--- src/rtl/sram_access_ctrl_if.sv ---
// Request/response handshake plus data-SRAM bus between the datapath and sram_access_ctrl.
// Ports: req_* (valid/ready load/store request), resp_* (valid/ready response),
//        mem_* (single-port word SRAM: Addr, WD, WE, RE, RD), busy status.
interface sram_access_ctrl_if #(
    parameter int ADDR_W = 32
) ();
    // request channel
    logic              req_valid;
    logic              req_ready;
    logic              req_we;
    logic [1:0]        req_size;
    logic              req_signed;
    logic [ADDR_W-1:0] req_addr;
    logic [31:0]       req_wdata;
    // response channel
    logic              resp_valid;
    logic              resp_ready;
    logic [31:0]       resp_rdata;
    logic              resp_err;
    // SRAM bus
    logic [ADDR_W-1:0] mem_Addr;
    logic [31:0]       mem_WD;
    logic              mem_WE;
    logic              mem_RE;
    logic [31:0]       mem_RD;
    // status
    logic              busy;

    // controller side
    modport slave (
        input  req_valid, req_we, req_size, req_signed, req_addr, req_wdata,
        input  resp_ready, mem_RD,
        output req_ready, resp_valid, resp_rdata, resp_err,
        output mem_Addr, mem_WD, mem_WE, mem_RE, busy
    );

    // datapath / SRAM side
    modport master (
        output req_valid, req_we, req_size, req_signed, req_addr, req_wdata,
        output resp_ready, mem_RD,
        input  req_ready, resp_valid, resp_rdata, resp_err,
        input  mem_Addr, mem_WD, mem_WE, mem_RE, busy
    );
endinterface

--- src/rtl/sram_access_ctrl.sv ---
// Load/store controller for a single-port word SRAM without byte enables (RMW for sub-word stores).
// Latency accept->resp_valid: load 3, word store 2, sub-word store 4, error 1 cycles; one request in flight.
// Backpressure: req_ready only in IDLE; response held stable until resp_ready.
// Ports: clk, rst_n (async active-low), bus (sram_access_ctrl_if.slave: req_*, resp_*, mem_*, busy).
// Optional: define ALIGN_CHECK_EN to reject misaligned halfword/word requests with resp_err.
module sram_access_ctrl #(
    parameter int ADDR_W    = 32,
    parameter int MEM_WORDS = 32
) (
    input  logic               clk,
    input  logic               rst_n,
    sram_access_ctrl_if.slave  bus
);

    typedef enum logic [2:0] {S_IDLE, S_RD, S_WT, S_WR, S_RSP} state_t;

    state_t            state_q, state_d;
    logic              we_q, we_d;
    logic [1:0]        size_q, size_d;
    logic              signed_q, signed_d;
    logic [ADDR_W-1:0] addr_q, addr_d;
    // store data; for sub-word stores it is overwritten with the merged word in WT
    logic [31:0]       wdata_q, wdata_d;
    logic [31:0]       rdata_q, rdata_d;
    logic              err_q, err_d;

    logic [ADDR_W-1:0] req_widx;
    logic              req_bad;
    logic [31:0]       rd_shift;
    logic [7:0]        rd_byte;
    logic [15:0]       rd_half;
    logic [31:0]       load_val;
    logic [31:0]       merged;

    // request validation
    always_comb begin
        req_widx = bus.req_addr >> 2;
        req_bad  = (bus.req_size == 2'b11) || (req_widx >= ADDR_W'(MEM_WORDS));
`ifdef ALIGN_CHECK_EN
        if ((bus.req_size == 2'b01) && bus.req_addr[0])
            req_bad = 1'b1;
        if ((bus.req_size == 2'b10) && (bus.req_addr[1:0] != 2'b00))
            req_bad = 1'b1;
`endif
    end

    // lane extraction / extension for loads, lane insertion for sub-word stores
    always_comb begin
        rd_shift = bus.mem_RD >> {addr_q[1:0], 3'b000};
        rd_byte  = rd_shift[7:0];
        rd_half  = addr_q[1] ? bus.mem_RD[31:16] : bus.mem_RD[15:0];
        case (size_q)
            2'b00:   load_val = signed_q ? {{24{rd_byte[7]}}, rd_byte} : {24'h0, rd_byte};
            2'b01:   load_val = signed_q ? {{16{rd_half[15]}}, rd_half} : {16'h0, rd_half};
            default: load_val = bus.mem_RD;
        endcase
        merged = bus.mem_RD;
        if (size_q == 2'b00)
            merged[{addr_q[1:0], 3'b000} +: 8] = wdata_q[7:0];
        else
            merged[{addr_q[1], 4'b0000} +: 16] = wdata_q[15:0];
    end

    // state register
    always_ff @(posedge clk or negedge rst_n) begin
        if (!rst_n) begin
            state_q  <= S_IDLE;
            we_q     <= 1'b0;
            size_q   <= 2'b00;
            signed_q <= 1'b0;
            addr_q   <= '0;
            wdata_q  <= 32'h0;
            rdata_q  <= 32'h0;
            err_q    <= 1'b0;
        end else begin
            state_q  <= state_d;
            we_q     <= we_d;
            size_q   <= size_d;
            signed_q <= signed_d;
            addr_q   <= addr_d;
            wdata_q  <= wdata_d;
            rdata_q  <= rdata_d;
            err_q    <= err_d;
        end
    end

    // next state
    always_comb begin
        state_d  = state_q;
        we_d     = we_q;
        size_d   = size_q;
        signed_d = signed_q;
        addr_d   = addr_q;
        wdata_d  = wdata_q;
        rdata_d  = rdata_q;
        err_d    = err_q;
        case (state_q)
            S_IDLE: begin
                if (bus.req_valid) begin
                    we_d     = bus.req_we;
                    size_d   = bus.req_size;
                    signed_d = bus.req_signed;
                    addr_d   = bus.req_addr;
                    wdata_d  = bus.req_wdata;
                    if (req_bad) begin
                        state_d = S_RSP;
                        err_d   = 1'b1;
                        rdata_d = 32'h0;
                    end else if (bus.req_we && (bus.req_size == 2'b10)) begin
                        state_d = S_WR;
                    end else begin
                        state_d = S_RD;
                    end
                end
            end
            S_RD: state_d = S_WT;
            S_WT: begin
                if (we_q) begin
                    wdata_d = merged;
                    state_d = S_WR;
                end else begin
                    rdata_d = load_val;
                    state_d = S_RSP;
                end
            end
            S_WR: state_d = S_RSP;
            S_RSP: begin
                if (bus.resp_ready) begin
                    state_d = S_IDLE;
                    rdata_d = 32'h0;
                    err_d   = 1'b0;
                end
            end
            default: state_d = S_IDLE;
        endcase
    end

    // outputs decoded from state
    always_comb begin
        bus.req_ready  = (state_q == S_IDLE);
        bus.busy       = (state_q != S_IDLE);
        bus.mem_RE     = (state_q == S_RD);
        bus.mem_WE     = (state_q == S_WR);
        bus.mem_Addr   = ((state_q == S_RD) || (state_q == S_WT) || (state_q == S_WR))
                         ? (addr_q >> 2) : '0;
        bus.mem_WD     = (state_q == S_WR) ? wdata_q : 32'h0;
        bus.resp_valid = (state_q == S_RSP);
        bus.resp_rdata = rdata_q;
        bus.resp_err   = err_q;
    end

endmodule

--- src/flat_wrapper.sv ---
// flat-port wrapper written by rule: the top's interface ports become plain ports
module sram_access_ctrl_flat 
#(
    parameter int ADDR_W    = 32,
    parameter int MEM_WORDS = 32
)
  (clk, rst_n, bus_req_valid, bus_req_we, bus_req_size, bus_req_signed, bus_req_addr, bus_req_wdata, bus_resp_ready, bus_mem_RD, bus_req_ready, bus_resp_valid, bus_resp_rdata, bus_resp_err, bus_mem_Addr, bus_mem_WD, bus_mem_WE, bus_mem_RE, bus_busy);
  sram_access_ctrl_if #(.ADDR_W(ADDR_W)) bus_i ();
  input  logic clk;
  input  logic rst_n;
  input wire logic [$bits(bus_i.req_valid)-1:0] bus_req_valid;
  input wire logic [$bits(bus_i.req_we)-1:0] bus_req_we;
  input wire logic [$bits(bus_i.req_size)-1:0] bus_req_size;
  input wire logic [$bits(bus_i.req_signed)-1:0] bus_req_signed;
  input wire logic [$bits(bus_i.req_addr)-1:0] bus_req_addr;
  input wire logic [$bits(bus_i.req_wdata)-1:0] bus_req_wdata;
  input wire logic [$bits(bus_i.resp_ready)-1:0] bus_resp_ready;
  input wire logic [$bits(bus_i.mem_RD)-1:0] bus_mem_RD;
  output wire logic [$bits(bus_i.req_ready)-1:0] bus_req_ready;
  output wire logic [$bits(bus_i.resp_valid)-1:0] bus_resp_valid;
  output wire logic [$bits(bus_i.resp_rdata)-1:0] bus_resp_rdata;
  output wire logic [$bits(bus_i.resp_err)-1:0] bus_resp_err;
  output wire logic [$bits(bus_i.mem_Addr)-1:0] bus_mem_Addr;
  output wire logic [$bits(bus_i.mem_WD)-1:0] bus_mem_WD;
  output wire logic [$bits(bus_i.mem_WE)-1:0] bus_mem_WE;
  output wire logic [$bits(bus_i.mem_RE)-1:0] bus_mem_RE;
  output wire logic [$bits(bus_i.busy)-1:0] bus_busy;
  assign bus_i.req_valid = bus_req_valid;
  assign bus_i.req_we = bus_req_we;
  assign bus_i.req_size = bus_req_size;
  assign bus_i.req_signed = bus_req_signed;
  assign bus_i.req_addr = bus_req_addr;
  assign bus_i.req_wdata = bus_req_wdata;
  assign bus_i.resp_ready = bus_resp_ready;
  assign bus_i.mem_RD = bus_mem_RD;
  assign bus_req_ready = bus_i.req_ready;
  assign bus_resp_valid = bus_i.resp_valid;
  assign bus_resp_rdata = bus_i.resp_rdata;
  assign bus_resp_err = bus_i.resp_err;
  assign bus_mem_Addr = bus_i.mem_Addr;
  assign bus_mem_WD = bus_i.mem_WD;
  assign bus_mem_WE = bus_i.mem_WE;
  assign bus_mem_RE = bus_i.mem_RE;
  assign bus_busy = bus_i.busy;
  sram_access_ctrl #(.ADDR_W(ADDR_W), .MEM_WORDS(MEM_WORDS)) u_core (.clk(clk), .rst_n(rst_n), .bus(bus_i));
endmodule
--- config.mk ---
export PLATFORM = sky130hd
export DESIGN_NAME = sram_access_ctrl_flat
export DESIGN_NICKNAME = d
export VERILOG_FILES = /design/src/rtl/sram_access_ctrl_if.sv /design/src/rtl/sram_access_ctrl.sv /design/src/flat_wrapper.sv
export SDC_FILE = /design/constraint.sdc
export NUM_CORES = 1
export LEC_CHECK = 0
export CAP_MARGIN = 20
export CORE_MARGIN = 1.5
export CORE_UTILIZATION = 55
export DETAILED_ROUTE_END_ITERATION = 7
export DONT_BUFFER_PORTS = 1
export GPL_TIMING_DRIVEN = 0
export PLACE_DENSITY = 0.67
export SYNTH_ARGS = -nofsm -noshare
export SYNTH_HDL_FRONTEND = slang
export SYNTH_SLANG_ARGS = --single-unit
--- constraint.sdc ---
create_clock -name clk -period 4.1 [get_ports clk]
set_input_delay 0.41 -clock clk [delete_from_list [all_inputs] [get_ports clk]]
set_output_delay 0.41 -clock clk [all_outputs]
set_load 0.05 [all_outputs]
# [Word level (Yosys, flattened, before mapping)]
# Cells that the tools add are included.
[word_totals] input_bits=104 word_cells=70 register_bits=104
[classes] muxes=27 n_lt_le_gt_ge=1 n_reduce_logical=15 n_addsub=2 n_shift=5 eq_ne=12
[op_table] cell="two-way mux 32 bit" count=10
[op_table] cell="case mux 32 bit (2 select lines)" count=2
[op_table] cell="case mux 32 bit (3 select lines)" count=1
[op_table] cell="bitwise mux 32 bit" count=2
[op_table] cell="variable shift 16 x 7 -> 32 bit, first input constant" count=1
[op_table] cell="variable shift 8 x 7 -> 32 bit, first input constant" count=1
[op_table] cell="indexed part select 16 x 7 -> 32 bit" count=1
[op_table] cell="indexed part select 8 x 7 -> 32 bit" count=1
[op_table] cell=">> shifter 32 x 5 -> 8 bit" count=1
[op_table] cell="greater-or-equal comparator 30 x 6 -> 1 bit, second input constant" count=1
[op_table] cell="two-way mux 30 bit" count=1
[op_table] cell="two-way mux 16 bit" count=1
[op_table] cell="case mux 3 bit (5 select lines)" count=1
[op_table] cell="negator 5 -> 7 bit" count=2
[op_table] cell="two-way mux 3 bit" count=4
[op_table] cell="equality test 3 x 2 -> 1 bit, second input constant" count=2
[op_table] cell="!= test 2 bit, second input constant" count=3
[op_table] cell="nonzero test 3 bit" count=2
[op_table] cell="AND reduction 5 bit" count=1
[op_table] cell="equality test 2 bit, second input constant" count=2
[op_table] cell="!= test 2 x 1 -> 1 bit, second input constant" count=2
[op_table] cell="AND reduction 2 bit" count=2
[op_table] cell="AND reduction 4 bit" count=1
[op_table] cell="nonzero test 2 bit" count=2
[op_table] cell="other kinds (11)" count=15

# [Longest topological paths before layout]
[depth] ltp_word=6 ltp_mapped=10 depth_no_buf=7

# [Worst setup path after synthesis]
# Ideal clock, no wire load.
[synth_path] path_type="flip-flop to output port" from="register u_core.state_q[2]" to="output bus_mem_WD[22]" path_slack_ns=1.551 path_buffers=2 required_ns=3.690 arrival_time_ns=2.139 stages_incl_launch_ff=5 path_cell_list="dfrtp_1 > clkbuf_1 > nor3b_1 > clkbuf_1 > and2_1"
[synth_between] elab_chain_len=2
[synth_rtl] item="from (decl)" line_no="sram_access_ctrl.sv:17" text="state_t state_q, state_d;"
[synth_rtl] item="from (signal assigned)" line_no="sram_access_ctrl.sv:76" text="state_q <= state_d;"
[synth_rtl] item="equality test 3 x 2 -> 1 bit"
[synth_rtl] item="net bus_mem_WE" line_no="flat_wrapper.sv:25" text="output wire logic [$bits(bus_i.mem_WE)-1:0] bus_mem_WE;"
[synth_rtl] item="two-way mux 32 bit" line_no="sram_access_ctrl.sv:146" text="bus.mem_WD = (state_q == S_WR) ? wdata_q : 32'h0;"
[synth_rtl] item="to (decl)" line_no="flat_wrapper.sv:24" text="output wire logic [$bits(bus_i.mem_WD)-1:0] bus_mem_WD;"
# The timed path passes the listed nets, and every way through them passes these cells.

# [Final worst setup path]
[layout_path] from="register u_core.state_q[2]" to="output bus_mem_WD[30]"
# The elaborated chain is that of the path after synthesis.

==> flow_metrics.py <==
metrics = {
    "synthesis": {
        "synth-async-reset-ratio_pct": 100,
        "avgSynthCellArea_um2": 9.85,
        "ys_seq_area_share_pct": 43.2,
        "ys_ff_latch": 104,
        "ys_top_cells_by_area": "dfrtp_1 43%, and2_1 6.5%, mux2_2 6.5%, o21ai_0 4.5%, nand2_1 3.4%",
        "synth-edff-count": 0,
        "synthSimpleGateAreaFrac_pct": 17.0,
        "synthDistinctLibCells": 57,
        "syn_inst": 611,
        "muxShareOfSynthArea_pct": 9.29,
        "synthXorXnorAreaFrac_pct": 0,
        "synthFlopType": "dfrtp_1",
        "synth_top_area_share_pct": 43.2,
        "synth_compound_area_share_pct": 23.7,
        "synthAdderAreaFrac_pct": 1.04,
        "synth_top_area_cell": "dfrtp_1",
        "syn-cell-area_mm2": 0.00602,
        "synth_top_family_by_area": "compound AO/OA/AOI/OAI gates",
        "yosysWarnings": 0,
    },
    "worst_setup_path": {
        "crit_slowest_cell": "clkbuf_1",
        "path_cells": "clkbuf_1 > nor3b_1 > buf_2 > clkbuf_1 > and2_1",
        "start_kind": "flop",
        "crit_type": "flop to output pin",
        "required_ns": 3.69,
        "critical_path.most_common_cell": "clkbuf_1",
        "timing.critical_path.to_type": "output pin",
        "arrival_ns": 2.84,
        "slowest_delay_ns": 0.64,
        "cp_max_fo": 10,
        "crit_start": "u_core.state_q[2]",
        "r2r-start": "u_core.addr_q[1]",
    },
    "drt": {
        "remaining_drc_errors": 0,
        "wire_per_inst_um": 23.2,
        "ant_nets": 0,
        "drt_iter0_drc": 421,
        "dr_total_vias": 4992,
        "drt_pass1_iterations": 6,
        "vias_per_cell": 6.47,
        "wl_um": 17900,
    },
    "sta": {
        "finalSetupTns_ns": 0,
        "hold_violations": 0,
        "skew_ns": 0.0112,
        "hold_slack_ns": 0.159,
        "slew_headroom_pct": 37.1,
        "tightest_slew_ns": 0.939,
        "finalSetupViolations": 0,
        "min_period_ns": 3.25,
        "fin_ws_ns": 0.848,
        "rsz0062_at_grt": "no",
        "max_clock_freq_ghz": 0.308,
        "maxSlewViolCount": 0,
        "period_share_pct": 79.3,
    },
    "cells_and_area": {
        "fin_nets": 735,
        "final_cell_mix": "104 x dfrtp_1, 63 x and2_1, 54 x nand2_1, 54 x o21ai_0, 35 x mux2_2",
        "drive_above_1_share_pct": 14.3,
        "final_cells": 771,
        "n_antenna_cell": 0,
        "final_area_mm2": 0.00646,
        "layout_commonest_cell": "dfrtp_1",
        "utilization_pct": 60.1,
        "syn2layout_area_growth_pct": 7.30,
    },
    "cts": {
        "postCtsSetupRepairBufs": 0,
        "cts_max_level": 3,
        "ctsResizeCount": 0,
        "cts_max_path_buffers": 2,
        "clkLatencyLatePin_ns": 0.37,
        "root_buffer": "clkbuf_8",
        "clock_sink_count": 104,
        "path_clk_slew_ns": 0.10,
        "cts_tree": "built",
        "cts_buffers": 9,
    },
    "floorplan": {
        "initial_core_util_pct": 56.0,
        "chipWidth_um": 108,
        "rows": 38,
        "io_pins": 206,
        "die_y_um": 108,
        "die_area_mm2": 0.0116,
        "core_area_mm2": 0.0107,
    },
    "global_routing": {
        "grt_usage_pct": 31.3,
        "grt.overflow.total": 0,
        "first_global_vias": 5087,
        "antenna_found_initial": 0,
        "grt_pass1_wl_um": 27500,
        "grt_max_degree": 105,
    },
    "place": {
        "dpl_worst_slack_ns": 1.26,
        "port_buffers": 0,
        "place.gp.congestion": 0.932,
        "detailed_place_hpwl_um": 13900,
        "dp.cells": 753,
        "dpl_cell_area_mm2": 0.00621,
    },
    "power": {
        "p_leak_nw": 2.81,
        "power.density_mw_per_mm2": 576,
        "total_power_mw": 3.72,
        "peakVddDrop_mv": 0.320,
    },
    "worst_hold_path": {
        "hp-class": "primary input to flop",
        "min_from": "bus_req_addr[0]",
    },
    "flow_run": {
        "drv_cap": 0,
    },
    "run_status": {
        "status": "completed",
    },
}
## per-layer routing
layer	wire (µm)	vias to the layer above	GRT usage, %
met2	8130	264	48.0
met3	1780	34	7.45
li1	-	2263	-
met4	453	0	11.7
met1	7500	2431	43.2
met5	0	-	0
## area by class of cell
cell class | instances | area [µm²]
sequential | 104 | 2600
buffer | 55 | 287
inverter | 14 | 52.6
clock inverter | 5 | 61.3
timing repair buffer | 3 | 42.5
multi-input combinational | 439 | 3090
fill | 953 | 4290
tap | 140 | 175
clock buffer | 11 | 151
## kinds of logic (layout without fill, tap and decap cells)
logic type | count (synthesis) | after routing
compound gates | 200 | 200
fa+ha+maj | 5 | 5
buf+inv | 69 | 88
flops | 104 | 104
mux | 51 | 51
other cells | 1 | 2
simple gates | 181 | 181
## flip-flops by register name, summed over array words and instances (netlist names)
register,cells
u_core.addr_q,32
u_core.bus.resp_err,1
u_core.bus.resp_rdata,32
u_core.signed_q,1
u_core.size_q,2
u_core.state_q,3
u_core.wdata_q,32
u_core.we_q,1
## critical path, delay by kind of cell (launching register included)
| kind | cells | cell delay, ns |
|---|---|---|
| flip-flops | 1 | 0.40 |
| buffers and inverters | 3 | 1.16 |
| AND/OR/NAND/NOR | 2 | 0.91 |
## report_power, final
group | internal, mW | leakage (nW) | switching (mW)
combinational | 0.565 | 1.39 | 0.877
clock | 0.320 | 0.110 | 0.356
sequential | 1.34 | 1.31 | 0.268
total | 2.22 | 2.81 | 1.50
## path summary, 6_finish.rpt
path                                            to  slack (ns)  depth (start not counted)
worst max register to register  u_core.wdata_q[25]        1.20                         10
min in group asynchronous         u_core.addr_q[5]        0.63                          2
worst min register to register  u_core.wdata_q[24]        0.48                          2
max in group asynchronous       u_core.wdata_q[15]        3.06                          2
worst max-delay path                bus_mem_WD[30]        0.85                          5
worst min-delay path              u_core.addr_q[0]        0.16                          2
## synth_stat cells, types with 3 or more instances
library cell  count
a222oi_1          7
a22o_1           23
a211oi_1         15
nand2b_1         20
o21ai_1           4
dfrtp_1         104
buf_1             3
mux2_2           35
nand2_1          54
nor4_1            5
a31oi_1          15
nor2b_1           6
inv_1            14
a22oi_1           8
o2bb2ai_1        11
nor3_1            4
a221o_1           3
a21o_1            8
nor2_1            9
a221oi_1         20
buf_2            13
a21oi_1          19
buf_4             3
clkbuf_1         29
buf_6             7
o21ai_0          54
ha_1              5
mux2i_1          15
and2_1           63
## timing repair
action	CTS	global route
endpoints found under the setup margin	0	0
hold buffers	2	0
endpoints found under the hold margin	104	0
Note: power is estimated with default switching activity, not from simulation.
